`config.mk`:
```
export PLATFORM = sky130hd
export DESIGN_NAME = mem_ctrl
export DESIGN_NICKNAME = d
export VERILOG_FILES = /design/src/rtl/mem_ctrl_pkg.sv /design/src/rtl/mem_ctrl.sv
export SDC_FILE = /design/constraint.sdc
export NUM_CORES = 1
export LEC_CHECK = 0
export ABC_AREA = 1
export BUFFER_PORTS_ARGS = -buffer_cell sky130_fd_sc_hd__buf_2
export CORE_MARGIN = 1
export CORE_UTILIZATION = 45
export CTS_CLUSTER_DIAMETER = 50
export DETAILED_ROUTE_END_ITERATION = 10
export PLACE_DENSITY = 0.81
export SLEW_MARGIN = 20
export SYNTH_ARGS = -nofsm -noshare
export SYNTH_HDL_FRONTEND = slang
export SYNTH_SLANG_ARGS = --single-unit
```
`constraint.sdc`:
```
create_clock -name clk -period 3.78 [get_ports clk]
set_clock_uncertainty 0.05 [all_clocks]
set_input_delay 0.756 -clock clk [delete_from_list [all_inputs] [get_ports clk]]
set_output_delay 0.756 -clock clk [all_outputs]
set_load 0.05 [all_outputs]
```
`src/rtl/mem_ctrl_pkg.sv`:
```
// Shared constants and helpers for the byte-serial memory controller:
// I/O port address, transfer sizes, FSM state and transfer-source encodings.
package mem_ctrl_pkg;

  localparam logic [31:0] IO_ADDR_DEFAULT = 32'h0003_0000;

  localparam logic [5:0] SIZE_BYTE = 6'd1;
  localparam logic [5:0] SIZE_HALF = 6'd2;
  localparam logic [5:0] SIZE_WORD = 6'd4;

  localparam logic [2:0] FETCH_BYTES = 3'd4;

  typedef enum logic [1:0] {
    ST_IDLE  = 2'd0,
    ST_READ  = 2'd1,
    ST_WRITE = 2'd2
  } state_e;

  typedef enum logic {
    SRC_FETCH = 1'b0,
    SRC_LOAD  = 1'b1
  } src_e;

  typedef struct packed {
    logic        valid;
    logic [31:0] addr;
    logic [2:0]  nbytes;
    logic        sgn;
  } load_req_t;

  // Illegal size codes fall back to a full word.
  function automatic logic [2:0] size_bytes(input logic [5:0] size);
    case (size)
      SIZE_BYTE: size_bytes = 3'd1;
      SIZE_HALF: size_bytes = 3'd2;
      default:   size_bytes = 3'd4;
    endcase
  endfunction

  function automatic logic [31:0] extend_load(input logic [31:0] raw,
                                              input logic [2:0]  nbytes,
                                              input logic        sgn);
    case (nbytes)
      3'd1:    extend_load = {{24{sgn & raw[7]}}, raw[7:0]};
      3'd2:    extend_load = {{16{sgn & raw[15]}}, raw[15:0]};
      default: extend_load = raw;
    endcase
  endfunction

endpackage

```
`src/rtl/mem_ctrl.sv`:
```
// Byte-serial RAM controller arbitrating committed stores, data loads and
// instruction fetches onto a single 8-bit synchronous RAM port.
module mem_ctrl
  import mem_ctrl_pkg::*;
#(
  parameter logic [31:0] IO_ADDR = IO_ADDR_DEFAULT
) (
  input  logic        clk,
  input  logic        rst,
  input  logic        rdy,
  input  logic        clear,
  input  logic        fetch_req,
  input  logic [31:0] fetch_addr,
  output logic        fetch_done,
  output logic [31:0] fetch_inst,
  input  logic        if_out_mem,
  input  logic [5:0]  out_mem_size,
  input  logic        out_mem_signed,
  input  logic [31:0] out_mem_addr,
  output logic        if_get_mem,
  output logic [31:0] data_mem,
  input  logic        store_req,
  input  logic [5:0]  store_size,
  input  logic [31:0] store_addr,
  input  logic [31:0] store_data,
  output logic        store_done,
  input  logic        io_buffer_full,
  input  logic [7:0]  mem_din,
  output logic [7:0]  mem_dout,
  output logic [31:0] mem_a,
  output logic        mem_wr
);

  state_e      state_q, state_d;
  src_e        src_q, src_d;
  logic [2:0]  cnt_q, cnt_d;
  logic [2:0]  len_q, len_d;
  logic        sgn_q, sgn_d;
  logic [31:0] addr_q, addr_d;
  logic [31:0] buf_q, buf_d;
  load_req_t   pend_q, pend_d;

  logic        fetch_done_d, if_get_mem_d, store_done_d;
  logic [31:0] fetch_inst_d, data_mem_d;

  load_req_t   new_load, load_sel;
  logic        take_new;
  logic [31:0] xfer_addr;
  logic [31:0] rd_buf;
  logic        io_stall;

  assign new_load  = '{valid: if_out_mem, addr: out_mem_addr,
                       nbytes: size_bytes(out_mem_size), sgn: out_mem_signed};
  assign load_sel  = pend_q.valid ? pend_q : new_load;
  assign xfer_addr = addr_q + 32'(cnt_q);
  assign io_stall  = (state_q == ST_WRITE) && (xfer_addr == IO_ADDR) && io_buffer_full;

  // Byte k of a read arrives while cnt_q == k+1 (one-cycle RAM latency).
  always_comb begin
    rd_buf = buf_q;
    case (cnt_q)
      3'd1:    rd_buf[7:0]   = mem_din;
      3'd2:    rd_buf[15:8]  = mem_din;
      3'd3:    rd_buf[23:16] = mem_din;
      3'd4:    rd_buf[31:24] = mem_din;
      default: rd_buf        = buf_q;
    endcase
  end

  always_comb begin
    // NOTE: every variable is given a default first, so no path can leave one
    // unassigned and infer a latch.
    state_d      = state_q;
    src_d        = src_q;
    cnt_d        = cnt_q;
    len_d        = len_q;
    sgn_d        = sgn_q;
    addr_d       = addr_q;
    buf_d        = buf_q;
    pend_d       = pend_q;
    take_new     = 1'b0;
    fetch_done_d = 1'b0;
    if_get_mem_d = 1'b0;
    store_done_d = 1'b0;
    fetch_inst_d = fetch_inst;
    data_mem_d   = data_mem;

    case (state_q)
      ST_IDLE: begin
        // Held requests are ignored while their own done pulse is still visible,
        // since the requester has not yet had a cycle to drop them.
        if (store_req && !store_done) begin
          state_d = ST_WRITE;
          cnt_d   = '0;
          len_d   = size_bytes(store_size);
          addr_d  = store_addr;
          buf_d   = store_data;
        end else if (!clear && load_sel.valid) begin
          state_d      = ST_READ;
          src_d        = SRC_LOAD;
          cnt_d        = '0;
          len_d        = load_sel.nbytes;
          sgn_d        = load_sel.sgn;
          addr_d       = load_sel.addr;
          buf_d        = '0;
          take_new     = !pend_q.valid;
          pend_d.valid = 1'b0;
        end else if (!clear && fetch_req && !fetch_done) begin
          state_d = ST_READ;
          src_d   = SRC_FETCH;
          cnt_d   = '0;
          len_d   = FETCH_BYTES;
          sgn_d   = 1'b0;
          addr_d  = fetch_addr;
          buf_d   = '0;
        end
      end

      ST_READ: begin
        if (clear) begin
          state_d = ST_IDLE;
          cnt_d   = '0;
        end else begin
          buf_d = rd_buf;
          if (cnt_q == len_q) begin
            state_d = ST_IDLE;
            cnt_d   = '0;
            if (src_q == SRC_FETCH) begin
              fetch_done_d = 1'b1;
              fetch_inst_d = rd_buf;
            end else begin
              if_get_mem_d = 1'b1;
              data_mem_d   = extend_load(rd_buf, len_q, sgn_q);
            end
          end else begin
            cnt_d = cnt_q + 3'd1;
          end
        end
      end

      ST_WRITE: begin
        if (!io_stall) begin
          if (cnt_q == len_q - 3'd1) begin
            state_d      = ST_IDLE;
            cnt_d        = '0;
            store_done_d = 1'b1;
          end else begin
            cnt_d = cnt_q + 3'd1;
          end
        end
      end

      default: state_d = ST_IDLE;
    endcase

    if (clear) begin
      pend_d = '0;
    end else if (if_out_mem && !take_new) begin
      pend_d = new_load;
    end
  end

  // RAM port is decoded straight from the state so an I/O stall blanks it in
  // the same cycle the buffer reports full.
  always_comb begin
    mem_wr   = 1'b0;
    mem_a    = '0;
    mem_dout = '0;
    if (state_q == ST_READ && cnt_q < len_q) begin
      mem_a = xfer_addr;
    end else if (state_q == ST_WRITE && !io_stall) begin
      mem_wr   = 1'b1;
      mem_a    = xfer_addr;
      mem_dout = buf_q[{cnt_q[1:0], 3'b000} +: 8];
    end
  end

  always_ff @(posedge clk or negedge rst) begin
    if (!rst) begin
      state_q    <= ST_IDLE;
      src_q      <= SRC_FETCH;
      cnt_q      <= '0;
      len_q      <= '0;
      sgn_q      <= 1'b0;
      addr_q     <= '0;
      buf_q      <= '0;
      pend_q     <= '0;
      fetch_done <= 1'b0;
      if_get_mem <= 1'b0;
      store_done <= 1'b0;
      fetch_inst <= '0;
      data_mem   <= '0;
    end else if (rdy) begin
      // NOTE: non-blocking assignments keep every register updating from the
      // pre-edge values, independent of statement order.
      state_q    <= state_d;
      src_q      <= src_d;
      cnt_q      <= cnt_d;
      len_q      <= len_d;
      sgn_q      <= sgn_d;
      addr_q     <= addr_d;
      buf_q      <= buf_d;
      pend_q     <= pend_d;
      fetch_done <= fetch_done_d;
      if_get_mem <= if_get_mem_d;
      store_done <= store_done_d;
      fetch_inst <= fetch_inst_d;
      data_mem   <= data_mem_d;
    end
  end

endmodule

```
After elaboration in Yosys (flattened, before gate mapping)
Cells that the tools add are included.
{"block": "totals", "reg_bits": 178, "ram_bits": 0, "latch_bits": 0, "mem_bits_ro": 0, "out_inout_bits": 108, "n_memories": 0, "inputBits": 157}
{"block": "classes", "div_mod_pow": 0, "n_eq_ne": 21, "shifts": 1, "bitwise_logic": 5, "n_mux": 63, "multipliers": 0, "addsub": 3, "n_lt_le_gt_ge": 1, "reduce_logical": 32}
{"operator": "$mux 32", "n": 9}
{"operator": "$pmux 32 s2", "n": 2}
{"operator": "$mux 37", "n": 3}
{"operator": "$mux 8", "n": 6}
{"operator": "$add 32x3->32", "n": 1}
{"operator": "$eq 32x18->1 const B", "n": 1}
{"operator": "$shiftx 32x6->8", "n": 1}
{"operator": "$mux 3", "n": 10}
{"operator": "$mux 1", "n": 22}
{"operator": "$reduce_and 4->1", "n": 4}
{"operator": "$reduce_and 5->1", "n": 3}
{"operator": "$mux 2", "n": 7}
{"operator": "$eq 6x1->1 const B", "n": 2}
{"operator": "$eq 6x2->1 const B", "n": 2}
{"operator": "$pmux 3 s2", "n": 2}
{"operator": "$reduce_bool 3->1", "n": 4}
{"operator": "$eq 3x2->1 const B", "n": 3}
{"operator": "$logic_and 1x1->1", "n": 9}
{"operator": "$pmux 3 s3", "n": 1}
{"operator": "$eq 3x1->1 const B", "n": 2}
{"operator": "$eq 3x3->1", "n": 2}
{"operator": "$logic_not 1->1", "n": 6}
{"operator": "$ne 2x2->1 const B", "n": 3}
{"operator": "$pmux 2 s3", "n": 1}
{"operator": "15 further kinds", "n": 20}

Longest topological paths before layout
{"block": "logic_depth", "depth_word": 11, "depth_mapped": 16, "ltp_nobuf": 16}

Worst setup path after synthesis
Ideal clock, no wire load.
{"block": "synth_timing", "path_type": "flip-flop to output port", "startpoint": "register cnt_q[0]", "endpoint": "output mem_a[21]", "n_path_buf": 1, "slack_ns": 0.210, "arrival_ns": 2.764, "stages_incl_launch_ff": 15, "cell_sequence": "dfrtp_1 > ha_1 > fa_1 > nand3_1 > nand2_1 > nand3_1 > nor2_1 > nand2_1 > nand2_1 > nand2_1 > nor2_1 > nand3_2 > o21bai_4 > buf_6 > a21oi_1"}
{"block": "synth_via", "elab_chain_cells": 8}
{"element": "from (decl)", "line_no": "mem_ctrl.sv:36", "source": "logic [2:0] cnt_q, cnt_d;"}
{"element": "from (signal assigned)", "line_no": "mem_ctrl.sv:198", "source": "cnt_q <= cnt_d;"}
{"element": "$add 32x3->32", "line_no": "mem_ctrl.sv:55", "source": "assign xfer_addr = addr_q + 32'(cnt_q);"}
{"element": "$eq 32x18->1", "line_no": "mem_ctrl.sv:56", "source": "assign io_stall = (state_q == ST_WRITE) && (xfer_addr == IO_ADDR) && io_buffer_full;"}
{"element": "$logic_and 1x1->1 (2 in series)", "line_no": "mem_ctrl.sv:56"}
{"element": "$logic_not 1->1", "line_no": "mem_ctrl.sv:171", "source": "end else if (state_q == ST_WRITE && !io_stall) begin"}
{"element": "$logic_and 1x1->1", "line_no": "mem_ctrl.sv:171"}
{"element": "$mux 32", "line_no": "mem_ctrl.sv:171"}
{"element": "$mux 32 (*)", "line_no": "mem_ctrl.sv:169", "source": "if (state_q == ST_READ && cnt_q < len_q) begin"}
{"element": "to (decl)", "line_no": "mem_ctrl.sv:30", "source": "output logic [31:0] mem_a,"}
Every way passes the cells marked *; elsewhere a longest branch is shown, timed or not.

Worst setup path in the final report
{"block": "layout_timing", "startpoint": "register addr_q[2]", "endpoint": "output mem_a[8]"}
{"block": "layout_via", "elab_chain_cells": 8}
{"element": "from (decl)", "line_no": "mem_ctrl.sv:39", "source": "logic [31:0] addr_q, addr_d;"}
{"element": "from (signal assigned)", "line_no": "mem_ctrl.sv:201", "source": "addr_q <= addr_d;"}
{"element": "$add 32x3->32 (*)", "line_no": "mem_ctrl.sv:55"}
{"element": "$eq 32x18->1", "line_no": "mem_ctrl.sv:56"}
{"element": "$logic_and 1x1->1 (2 in series)", "line_no": "mem_ctrl.sv:56"}
{"element": "$logic_not 1->1", "line_no": "mem_ctrl.sv:171"}
{"element": "$logic_and 1x1->1", "line_no": "mem_ctrl.sv:171"}
{"element": "$mux 32", "line_no": "mem_ctrl.sv:171"}
{"element": "$mux 32 (*)", "line_no": "mem_ctrl.sv:169"}
Marked as above.

==> metrics.cfg <==
[outcome]
status=finished, violations left
violations=setup timing

[clock_tree]
clock-root-buffer=clkbuf_16
htree_levels=4
cts_tree=built
clock_path_buffers=2
clkTransAtPathRegs_ns=0.07
cts-buffers-inserted=17
cts.sinks=178
ctsHoldBuffers=0
worstSkewPairLatency_ns=0.44

[pwr]
pwr-share-comb=0.527
p_sw_mw=5.32
swShare=0.513
p_seq_frac=0.296
power_density_nw_per_um2=747
vdd_ir_drop_max_v=0.000386
clockPowerShare=0.178
p_int_mw=5.06
p_total_mw=10.4
power_leakage_nw=6.94

[synth]
synthArstFlopShare=1.00
yosys_warnings=0
synth.cell_area_sq_um=10900
yosysSeqAreaShare=0.408
synth_top_area_share=0.408
avgSynthCellArea_sq_um=6.94
synth_fp_nets=1750
synth.area.top_cells=dfrtp_1 41%, nand2_1 15%, o21ai_0 12%
ys_ff_latch=178
yosysUniqueCellTypes=43
synth_edf_count=0
ys.flop_type=dfrtp_1
yosysTopAreaCell=dfrtp_1
syn_inst=1574

[placed_design]
port_buffers=264
post-dp-hpwl_microns=25600
place_ws_ns=0.150
place_area_sq_um=12600
gp_congestion=0.962

[die]
core_area_sq_um=23600
pin_count=265
start_util=0.462
dieArea_sq_um=24900
die_x_microns=158
rows=56
die_height_microns=158

[worst_setup_path]
critical_path_arrival_ns=3.07
reg2reg_from=cnt_q[0]
crit_type=flop to primary output
crit_fanout=8
ff2ff_setup_slack_ns=0.93
crit_path_start_kind=flop
reg2regPathDepth=12
crit_required_ns=2.97
end_kind=primary output
rr_endpoint=data_mem[23]

[detailed_routing]
routed_via_density=5.49
wl_per_cell_microns=16.4
first_iter_violations=1096
vias=11800
firstDrtPassIters=6
wirelength_microns=35300
ant_nets=0
drc_errors=0

[grt]
grt_max_degree=96
grt_pass1_vias=10500
grt_first_pass_wirelength_microns=54100
gr-total-overflow=0
track_usage=0.279
antenna_found_initial=0

[cells_and_area]
diodes=0
post-route-util=0.588
layout-drive-gt1-share=0.244
syn_to_final_growth_pct=27.2
nets=1996
design_area_sq_um=13900
fill_cells=2142

[timing]
fin_crit_sh=1.02
slew_violations=0
hold_slack_ns=0.360
slew_headroom=0.390
min_period_ns=3.87
rsz0062_at_grt=true
clock.fmax_mhz=258
finalSetupViolCount=32
worstMarginPinSlew_ns=0.914
setup_ws_ns=-0.0920
hold_viol_final=0

[job]
drv_cap=0

[hold_path]
hold_class=input pin to asynchronous set/reset pin

[logic make-up (layout without fill, tap and decap cells)]
| kind of cell | Yosys count | count (layout) | synth area share |
|---|---|---|---|
| AO/OA/AOI/OAI | 406 | 406 | 0.203 |
| XOR/XNOR | 5 | 5 | 0.00401 |
| adder cells (fa/ha/maj) | 19 | 19 | 0.0225 |
| buffers and inverters | 288 | 547 | 0.102 |
| flip-flops | 178 | 178 | 0.408 |
| AND/OR/NAND/NOR | 678 | 678 | 0.261 |
[state kept, by name (all words and copies together), names as in the netlist]
signal / flops
len_q: 3
addr_q: 32
state_q: 2
src_q: 1
if_get_mem: 1
sgn_q: 1
data_mem: 32
fetch_done: 1
fetch_inst: 32
buf_q: 32
pend_q: 37
store_done: 1
cnt_q: 3
[critical path: stages, from the launching register on]
cell and delay (ns):
dfrtp_1 0.43, ha_4 0.33, nand3_1 0.11, nand3_1 0.20, nand2_2 0.13, nor2_2 0.14, nor2_1 0.09, nor2_4 0.17
nand2_1 0.07, nor2_1 0.12, nand3_2 0.12, o21bai_4 0.17, buf_12 0.15, clkbuf_16 0.16, a21oi_2 0.07, buf_6 0.18
[Yosys cell counts (8+ instances only)]
library cell / instances
a21oi_1: 65
a21oi_2: 13
clkbuf_1: 71
dfrtp_1: 178
ha_1: 18
inv_1: 203
nand2_1: 430
nand3_1: 100
nor2_1: 97
nor2_2: 9
o211ai_1: 8
o21a_1: 8
o21ai_0: 253
o22ai_1: 44
[cell usage in the layout, fill, tap and decap left out, drive strengths merged, types with 3 or more instances in the layout]
cell and instances:
nor2 109, nor3 6, nor4 4, o22ai 44, ha 18, a21oi 78, nand2 437, dfrtp 178
o21bai 3, nand3b 7, clkinv 12, o21ai 258, o21a 8, nand4 7, clkbuf 20, nand3 106
o211ai 8, buf 305, inv 210, xor2 3
[cell type report]
class | count | area [sq um] | share of cell area
sequential | 178 | 4460 | 0.321
timing repair buffer | 308 | 2020 | 0.146
multi-input combinational | 1108 | 5600 | 0.403
tap | 319 | 399 | 0.0287
clock buffer | 17 | 425 | 0.0306
inverter | 207 | 777 | 0.0559
clock inverter | 15 | 205 | 0.0148
[worst max-delay path by stage]
stage | from | endpoint | slack, ns | cells past startpoint
5_1_grt | addr_q[2] | mem_a[18] | -0.22 | 15
3_3_place_gp | cnt_q[0] | mem_wr | 0.15 | 14
3_5_place_dp | cnt_q[0] | mem_wr | 0.15 | 14
6_report | addr_q[2] | mem_a[8] | -0.09 | 15
4_1_cts | cnt_q[2] | mem_a[18] | -0.02 | 15
2_1_floorplan | cnt_q[0] | mem_a[21] | 0.21 | 14
[power groups by stage]
stage / sequential, mW / clock, mW / combinational, mW
2_1_floorplan: 3.68 / 0 / 2.84
3_3_place_gp: 3.05 / 0 / 4.76
3_5_place_dp: 3.07 / 0 / 4.84
4_1_cts: 3.04 / 1.85 / 5.13
5_1_grt: 3.13 / 1.93 / 5.88
6_report: 3.07 / 1.84 / 5.46
[per-layer routing]
layer / share of wire / vias up / wire length (microns) / global-route usage
met4: 0.029 / 0 / 1010 / 0.101
met5: 0 / - / 0 / 0
met3: 0.090 / 86 / 3160 / 0.0487
met1: 0.42 / 5489 / 14900 / 0.379
li1: - / 5602 / - / -
met2: 0.46 / 634 / 16200 / 0.443
[metrics by stage]
stage	cells	TNS (ns)
floorplan	1574	0
global placement	2100	0
global route	2152	-6.77
CTS	2144	-0.0668
detailed placement	2100	0
finish	2152	-2.04
[what timing repair did]
item / in CTS / in global routing
pin swaps: 6 / 10
endpoints found under the setup margin: 41 / 41
gates resized for setup: 83 / 70
gates cloned: 1 / 3
buffers inserted: 11 / 7
No activity file was read; power rests on OpenSTA's default activity.
